## src/rtl/mips_mem_arbiter.sv

```systemverilog
// mips_mem_arbiter: shares one single-port memory bus between instruction
// fetch and the load/store data path. Each access is one handshake
// transaction. The block does byte-lane steering for lbu/sb, rejects
// misaligned word accesses, aborts bus cycles that time out, and holds the
// pipeline while a requester waits.
module mips_mem_arbiter #(
    parameter int ADDR_W  = 32,
    parameter int TIMEOUT = 255
) (
    input  logic              clock,
    input  logic              reset,
    input  logic              if_req,
    input  logic [ADDR_W-1:0] if_addr,
    output logic [31:0]       if_rdata,
    output logic              if_ready,
    input  logic              d_req,
    input  logic [ADDR_W-1:0] d_addr,
    input  logic [31:0]       d_wdata,
    input  logic              d_word_we,
    input  logic              d_byte_we,
    input  logic              d_byte_load,
    output logic [31:0]       d_rdata,
    output logic              d_ready,
    output logic              stall,
    output logic              mem_valid,
    output logic [ADDR_W-1:0] mem_addr,
    output logic [31:0]       mem_wdata,
    output logic [3:0]        mem_be,
    output logic              mem_we,
    input  logic [31:0]       mem_rdata,
    input  logic              mem_ready,
    output logic              bus_err
);

    typedef enum logic [1:0] {
        IDLE  = 2'd0,
        DATA  = 2'd1,
        FETCH = 2'd2,
        RESP  = 2'd3
    } state_t;

    // last_grant encoding: 0 = instruction fetch, 1 = data path
    localparam logic GRANT_IF   = 1'b0;
    localparam logic GRANT_DATA = 1'b1;
    // The counter reaching TIMEOUT-1 while still waiting means this is the
    // TIMEOUT-th cycle with mem_valid high and no mem_ready.
    localparam logic [15:0] TMO_LAST = 16'(TIMEOUT - 1);

    state_t            state_q, state_d;
    logic              last_grant_q, last_grant_d;
    logic [15:0]       cnt_q, cnt_d;
    logic              mem_valid_q, mem_valid_d;
    logic [ADDR_W-1:0] mem_addr_q, mem_addr_d;
    logic [31:0]       mem_wdata_q, mem_wdata_d;
    logic [3:0]        mem_be_q, mem_be_d;
    logic              mem_we_q, mem_we_d;
    logic [1:0]        lane_q, lane_d;
    logic              byte_load_q, byte_load_d;
    logic              misal_q, misal_d;
    logic              if_ready_q, if_ready_d;
    logic              d_ready_q, d_ready_d;
    logic [31:0]       if_rdata_q, if_rdata_d;
    logic [31:0]       d_rdata_q, d_rdata_d;
    logic              bus_err_q, bus_err_d;

    // Decode of the data request; a word store overrides any byte flags.
    logic d_store_s;
    logic d_word_access_s;
    logic d_misal_s;

    // Zero-extended byte from the selected little-endian lane.
    function automatic logic [31:0] lane_byte(input logic [31:0] w, input logic [1:0] lane);
        logic [31:0] r;
        case (lane)
            2'd0:    r = {24'h000000, w[7:0]};
            2'd1:    r = {24'h000000, w[15:8]};
            2'd2:    r = {24'h000000, w[23:16]};
            2'd3:    r = {24'h000000, w[31:24]};
            default: r = 32'h00000000;
        endcase
        return r;
    endfunction

    // Classify the pending data request (store kind, word vs byte, alignment).
    always_comb begin
        d_store_s       = d_word_we | d_byte_we;
        d_word_access_s = d_word_we | (~d_byte_we & ~d_byte_load);
        d_misal_s       = d_word_access_s & (d_addr[1:0] != 2'b00);
    end

    // Next-state logic: arbitration, bus sequencing, timeout and response.
    always_comb begin
        state_d      = state_q;
        last_grant_d = last_grant_q;
        cnt_d        = cnt_q;
        mem_valid_d  = mem_valid_q;
        mem_addr_d   = mem_addr_q;
        mem_wdata_d  = mem_wdata_q;
        mem_be_d     = mem_be_q;
        mem_we_d     = mem_we_q;
        lane_d       = lane_q;
        byte_load_d  = byte_load_q;
        misal_d      = misal_q;
        if_ready_d   = 1'b0;
        d_ready_d    = 1'b0;
        if_rdata_d   = 32'h00000000;
        d_rdata_d    = 32'h00000000;
        bus_err_d    = 1'b0;
        case (state_q)
            IDLE: begin
                if (d_req && (!if_req || (last_grant_q == GRANT_IF))) begin
                    state_d      = DATA;
                    last_grant_d = GRANT_DATA;
                    cnt_d        = 16'd0;
                    mem_addr_d   = {d_addr[ADDR_W-1:2], 2'b00};
                    lane_d       = d_addr[1:0];
                    byte_load_d  = d_byte_load & ~d_store_s;
                    misal_d      = d_misal_s;
                    mem_valid_d  = ~d_misal_s;
                    mem_we_d     = d_store_s;
                    if (d_word_we) begin
                        mem_be_d    = 4'hF;
                        mem_wdata_d = d_wdata;
                    end else if (d_byte_we) begin
                        mem_be_d    = 4'(4'b0001 << d_addr[1:0]);
                        mem_wdata_d = {4{d_wdata[7:0]}};
                    end else begin
                        mem_be_d    = 4'h0;
                        mem_wdata_d = 32'h00000000;
                    end
                end else if (if_req) begin
                    state_d      = FETCH;
                    last_grant_d = GRANT_IF;
                    cnt_d        = 16'd0;
                    mem_addr_d   = {if_addr[ADDR_W-1:2], 2'b00};
                    lane_d       = 2'b00;
                    byte_load_d  = 1'b0;
                    misal_d      = 1'b0;
                    mem_valid_d  = 1'b1;
                    mem_we_d     = 1'b0;
                    mem_be_d     = 4'h0;
                    mem_wdata_d  = 32'h00000000;
                end else begin
                    state_d = IDLE;
                end
            end
            DATA, FETCH: begin
                if (misal_q) begin
                    state_d   = RESP;
                    d_ready_d = 1'b1;
                    bus_err_d = 1'b1;
                end else if (mem_ready) begin
                    state_d     = RESP;
                    mem_valid_d = 1'b0;
                    if (state_q == DATA) begin
                        d_ready_d = 1'b1;
                        if (mem_we_q) begin
                            d_rdata_d = 32'h00000000;
                        end else if (byte_load_q) begin
                            d_rdata_d = lane_byte(mem_rdata, lane_q);
                        end else begin
                            d_rdata_d = mem_rdata;
                        end
                    end else begin
                        if_ready_d = 1'b1;
                        if_rdata_d = mem_rdata;
                    end
                end else if (cnt_q == TMO_LAST) begin
                    state_d     = RESP;
                    mem_valid_d = 1'b0;
                    bus_err_d   = 1'b1;
                    if (state_q == DATA) begin
                        d_ready_d = 1'b1;
                    end else begin
                        if_ready_d = 1'b1;
                    end
                end else begin
                    cnt_d = cnt_q + 16'd1;
                end
            end
            RESP: begin
                state_d     = IDLE;
                misal_d     = 1'b0;
                mem_we_d    = 1'b0;
                mem_be_d    = 4'h0;
                mem_wdata_d = 32'h00000000;
            end
            default: begin
                state_d     = IDLE;
                mem_valid_d = 1'b0;
            end
        endcase
    end

    // State and registered-output flops; reset aborts any transaction at once.
    always_ff @(posedge clock or posedge reset) begin
        if (reset) begin
            state_q      <= IDLE;
            last_grant_q <= GRANT_IF;
            cnt_q        <= 16'd0;
            mem_valid_q  <= 1'b0;
            mem_addr_q   <= '0;
            mem_wdata_q  <= 32'h00000000;
            mem_be_q     <= 4'h0;
            mem_we_q     <= 1'b0;
            lane_q       <= 2'b00;
            byte_load_q  <= 1'b0;
            misal_q      <= 1'b0;
            if_ready_q   <= 1'b0;
            d_ready_q    <= 1'b0;
            if_rdata_q   <= 32'h00000000;
            d_rdata_q    <= 32'h00000000;
            bus_err_q    <= 1'b0;
        end else begin
            state_q      <= state_d;
            last_grant_q <= last_grant_d;
            cnt_q        <= cnt_d;
            mem_valid_q  <= mem_valid_d;
            mem_addr_q   <= mem_addr_d;
            mem_wdata_q  <= mem_wdata_d;
            mem_be_q     <= mem_be_d;
            mem_we_q     <= mem_we_d;
            lane_q       <= lane_d;
            byte_load_q  <= byte_load_d;
            misal_q      <= misal_d;
            if_ready_q   <= if_ready_d;
            d_ready_q    <= d_ready_d;
            if_rdata_q   <= if_rdata_d;
            d_rdata_q    <= d_rdata_d;
            bus_err_q    <= bus_err_d;
        end
    end

    // Stall is combinational so the pipeline holds in the request cycle; it
    // is forced low during reset so every output reads 0 then.
    always_comb begin
        stall = ~reset & ((if_req & ~if_ready_q) | (d_req & ~d_ready_q));
    end

    assign mem_valid = mem_valid_q;
    assign mem_addr  = mem_addr_q;
    assign mem_wdata = mem_wdata_q;
    assign mem_be    = mem_be_q;
    assign mem_we    = mem_we_q;
    assign if_ready  = if_ready_q;
    assign if_rdata  = if_rdata_q;
    assign d_ready   = d_ready_q;
    assign d_rdata   = d_rdata_q;
    assign bus_err   = bus_err_q;

endmodule

```

## config.mk

```make
export PLATFORM = sky130hd
export DESIGN_NAME = mips_mem_arbiter
export DESIGN_NICKNAME = d
export VERILOG_FILES = /design/src/rtl/mips_mem_arbiter.sv
export SDC_FILE = /design/constraint.sdc
export NUM_CORES = 1
export LEC_CHECK = 0
export ABC_CLOCK_PERIOD_IN_PS = 13500
export BUFFER_PORTS_ARGS = -buffer_cell sky130_fd_sc_hd__buf_4
export CORE_MARGIN = 1.5
export CORE_UTILIZATION = 45
export CTS_BUF_LIST = sky130_fd_sc_hd__clkbuf_4
export DETAILED_ROUTE_END_ITERATION = 10
export MAX_ROUTING_LAYER = met4
export PLACE_DENSITY = 0.75
export SLEW_MARGIN = 20
export SYNTH_ARGS = -nofsm -noshare
export SYNTH_HDL_FRONTEND = slang
export SYNTH_SLANG_ARGS = --single-unit
```

## constraint.sdc

```tcl
create_clock -name clock -period 13.5 [get_ports clock]
set_input_delay 0.675 -clock clock [delete_from_list [all_inputs] [get_ports clock]]
set_output_delay 0.675 -clock clock [all_outputs]
set_load 0.05 [all_outputs]
```

==> results.md <==
- IO Pins: 274
- Max Cap Violations: 0
- Netlist cell types: 55
- DRT Wirelength: 18,000 um
- Fill cells: 1,153
- Pins over their slew limit: 0
- Core Box Area: 0.0146 mm2
- Clock skew: 0.0135 ns
- #FFs+latches synth: 158
- Worst EP required: 13.95 ns
- Synth warn: 0
- Post-DP Area: 0.00891 mm2
- Vias in the first global route: 5,606
- First-pass GRT wire length: 28,900 um
- Run status: completed
- Post-CTS setup buffer count: 0
- Cell Count, Final, Fillers Out: 1,072
- Layout cells sized above 1: 38.2%
- Post-route ant nets: 0
- Register area share after synthesis: 58.5%
- Worst-Skew Late Latency: 0.55 ns
- Setup repair after global routing missed its margin: false
- Final HPWL DP: 13,200 um
- Number of synthesized flops with an enable pin: 0
- Root Buffer: clkbuf_4
- Dpl cells: 1,039
- Finished Cell Area: 0.00922 mm2
- Area delta synth->final: 36.5%
- CTS Buf Count: 17
- Clock-pin slew of the registers on the worst-case setup and hold paths: 0.12 ns
- Worst r2r src: cnt_q[8]
- Die width: 126 um
- Reg-to-Reg End: state_q[1]
- DRT iter0 DRCs: 418
- Worst R2R Setup Slack: 10.87 ns
- Critical path fanouts, max: 16
- Worst Path Arrival: 3.08 ns
- Gr ovfl total: 0
- Critical Path Source Type: register
- R2R depth: 5
- Layout net count: 1,015
- CTS tree: done
- Sum Neg Setup Slack: 0 ns
- Synth area leaders: dfrtp_1 (59%), mux2i_1 (7.0%), and2_1 (5.3%)
- Top cells by count, synth: dfrtp_1 (158), nand2_1 (72), o21ai_0 (65), and2_1 (57), mux2i_1 (47)
- Mean Syn Cell Area: 11.0 um2
- Sink Count: 158
- Total number of vias: 5,686
- DIE HEIGHT: 126 um
- Drt wl/cell: 16.8 um
- Initial antenna violation count: 1
- Min Tclk post-route: 2.63 ns
- Pre-Repair DR Iteration Count: 5
- Via density: 5.30
- Synth Instances: 616
- Worst min path class: in -> async
- Post-CTS sizing: 0
- Port bufs: 269
- Hold-fix buffers, CTS: 0
- Final setup viols: 0
- CTS Buffer Depth: 2
- Cell Pwr Density: 230 mW/mm2
- Cell taking the most area after synthesis: dfrtp_1
- Critical path endpoint category: register
- Worst Max-Slew Pin Slew: 0.792 ns
- RePlAce Congestion: 0.875
- Residual DRC: 0
- Yosys top cell area share: 58.5%
- Gr usage total: 24.0%
- Synth Flop Type: dfrtp_1
- Fmax achieved: 381 MHz
- Pin count of the biggest net entering global routing: 82
- H-tree levels: 4
- Synthesized cell area: 0.00676 mm2
- Most frequent cell after synthesis: dfrtp_1
- Peak supply drop: 0.120 mV
- Final hold violations: 0
- Ys async rst share: 100%
- FP Rows: 44
- Initial Util: 46.3%
- Rel. slew slack: 46.8%
- Die area: 0.0158 mm2
- Leakage: 4.71 nW
- Critical path type: reg -> reg
- Final Cycle Share: 19.5%
[metal layers]
metal | global-route usage [%] | vias to the layer above | part of all wire [%]
li1 | - | 2663 | -
met1 | 29.5 | 2738 | 41
met2 | 38.6 | 255 | 50
met3 | 5.35 | 30 | 7.0
met4 | 9.29 | 0 | 2.4
met5 | - | - | 0
[how the worst max path moves through the flow]
stage,from,endpoint,slack [ns]
CTS,cnt_q[8],state_q[1],10.92
global placement,cnt_q[8],state_q[1],11.00
finish,cnt_q[8],state_q[1],10.87
global route,cnt_q[8],state_q[1],10.79
detailed placement,cnt_q[8],state_q[1],10.92
floorplan,reset,bus_err,8.56
[worst max-delay path: stages (launching register included)]
cell and delay, ns:
dfrtp_1 0.49, or4_4 0.58, nor4_4 0.68, buf_4 0.31
or3_2 0.15, mux2_2 0.32
[registers in the layout, summed over array words and instances (netlist names)]
| register | count |
|---|---|
| byte_load_q | 1 |
| misal_q | 1 |
| mem_wdata | 32 |
| cnt_q | 16 |
| bus_err | 1 |
| mem_we | 1 |
| lane_q | 2 |
| mem_valid | 1 |
| d_ready | 1 |
| if_ready | 1 |
| last_grant_q | 1 |
| state_q | 2 |
| d_rdata | 32 |
| mem_be | 4 |
| if_rdata | 32 |
| mem_addr | 30 |
[power by group]
group	leakage [nW]	switching [mW]	internal [mW]
combinational	2.44	0.766	0.334
clock	0.152	0.169	0.133
sequential	2.12	0.101	0.616
total	4.71	1.04	1.08
[cell type report]
cell class | instances | area, um2 | area share [%]
Sequential cell | 158 | 3950 | 42.9
Multi-Input combinational cell | 411 | 2610 | 28.3
Timing Repair Buffer | 276 | 2080 | 22.5
Tap cell | 184 | 230 | 2.50
Clock inverter | 13 | 164 | 1.78
Clock buffer | 19 | 143 | 1.55
Inverter | 10 | 42.5 | 0.461
Antenna cell | 1 | 2.50 | 0.0271
[kinds of logic (layout without fill, tap and decap cells)]
family / Yosys count / count (layout) / share of synthesized area [%]
flip-flops: 158 / 158 / 58.5
other: 1 / 3 / 0.0555
multiplexers: 48 / 48 / 7.13
AND/OR/NAND/NOR: 205 / 205 / 16.5
buffers and inverters: 48 / 318 / 3.46
AO/OA/AOI/OAI: 151 / 151 / 13.4
adder cells (fa/ha/maj): 5 / 5 / 0.926
[through the flow]
| step | utilization [%] | hold slack, ns | power [mW] | setup slack (ns) |
|---|---|---|---|---|
| floorplan | - | 0.444 | 1.47 | 8.56 |
| global placement | 61.1 | 0.464 | 1.81 | 11.00 |
| detailed placement | 61.1 | 0.471 | 1.83 | 10.92 |
| CTS | 63.2 | 0.208 | 2.13 | 10.92 |
| global route | 63.2 | 0.251 | 2.23 | 10.79 |
| finish | 63.2 | 0.238 | 2.12 | 10.87 |
[cells in the final DEF (no fill, tap or decap), drive strengths merged, types with 3 or more instances in the layout]
master and instances:
a21oi 42, a22o 21, and2 57, and3 3, buf 276, bufinv 3
clkbuf 19, clkinv 3, clkinvlp 5, dfrtp 158, ha 5, inv 12
mux2i 47, nand2 73, nand2b 8, nand3 3, nand4 6, nor2 18
nor2b 7, nor3 7, nor3b 3, o21ai 67, o31ai 7, or3 3
or4 6
(Power assumes the default switching activity.)
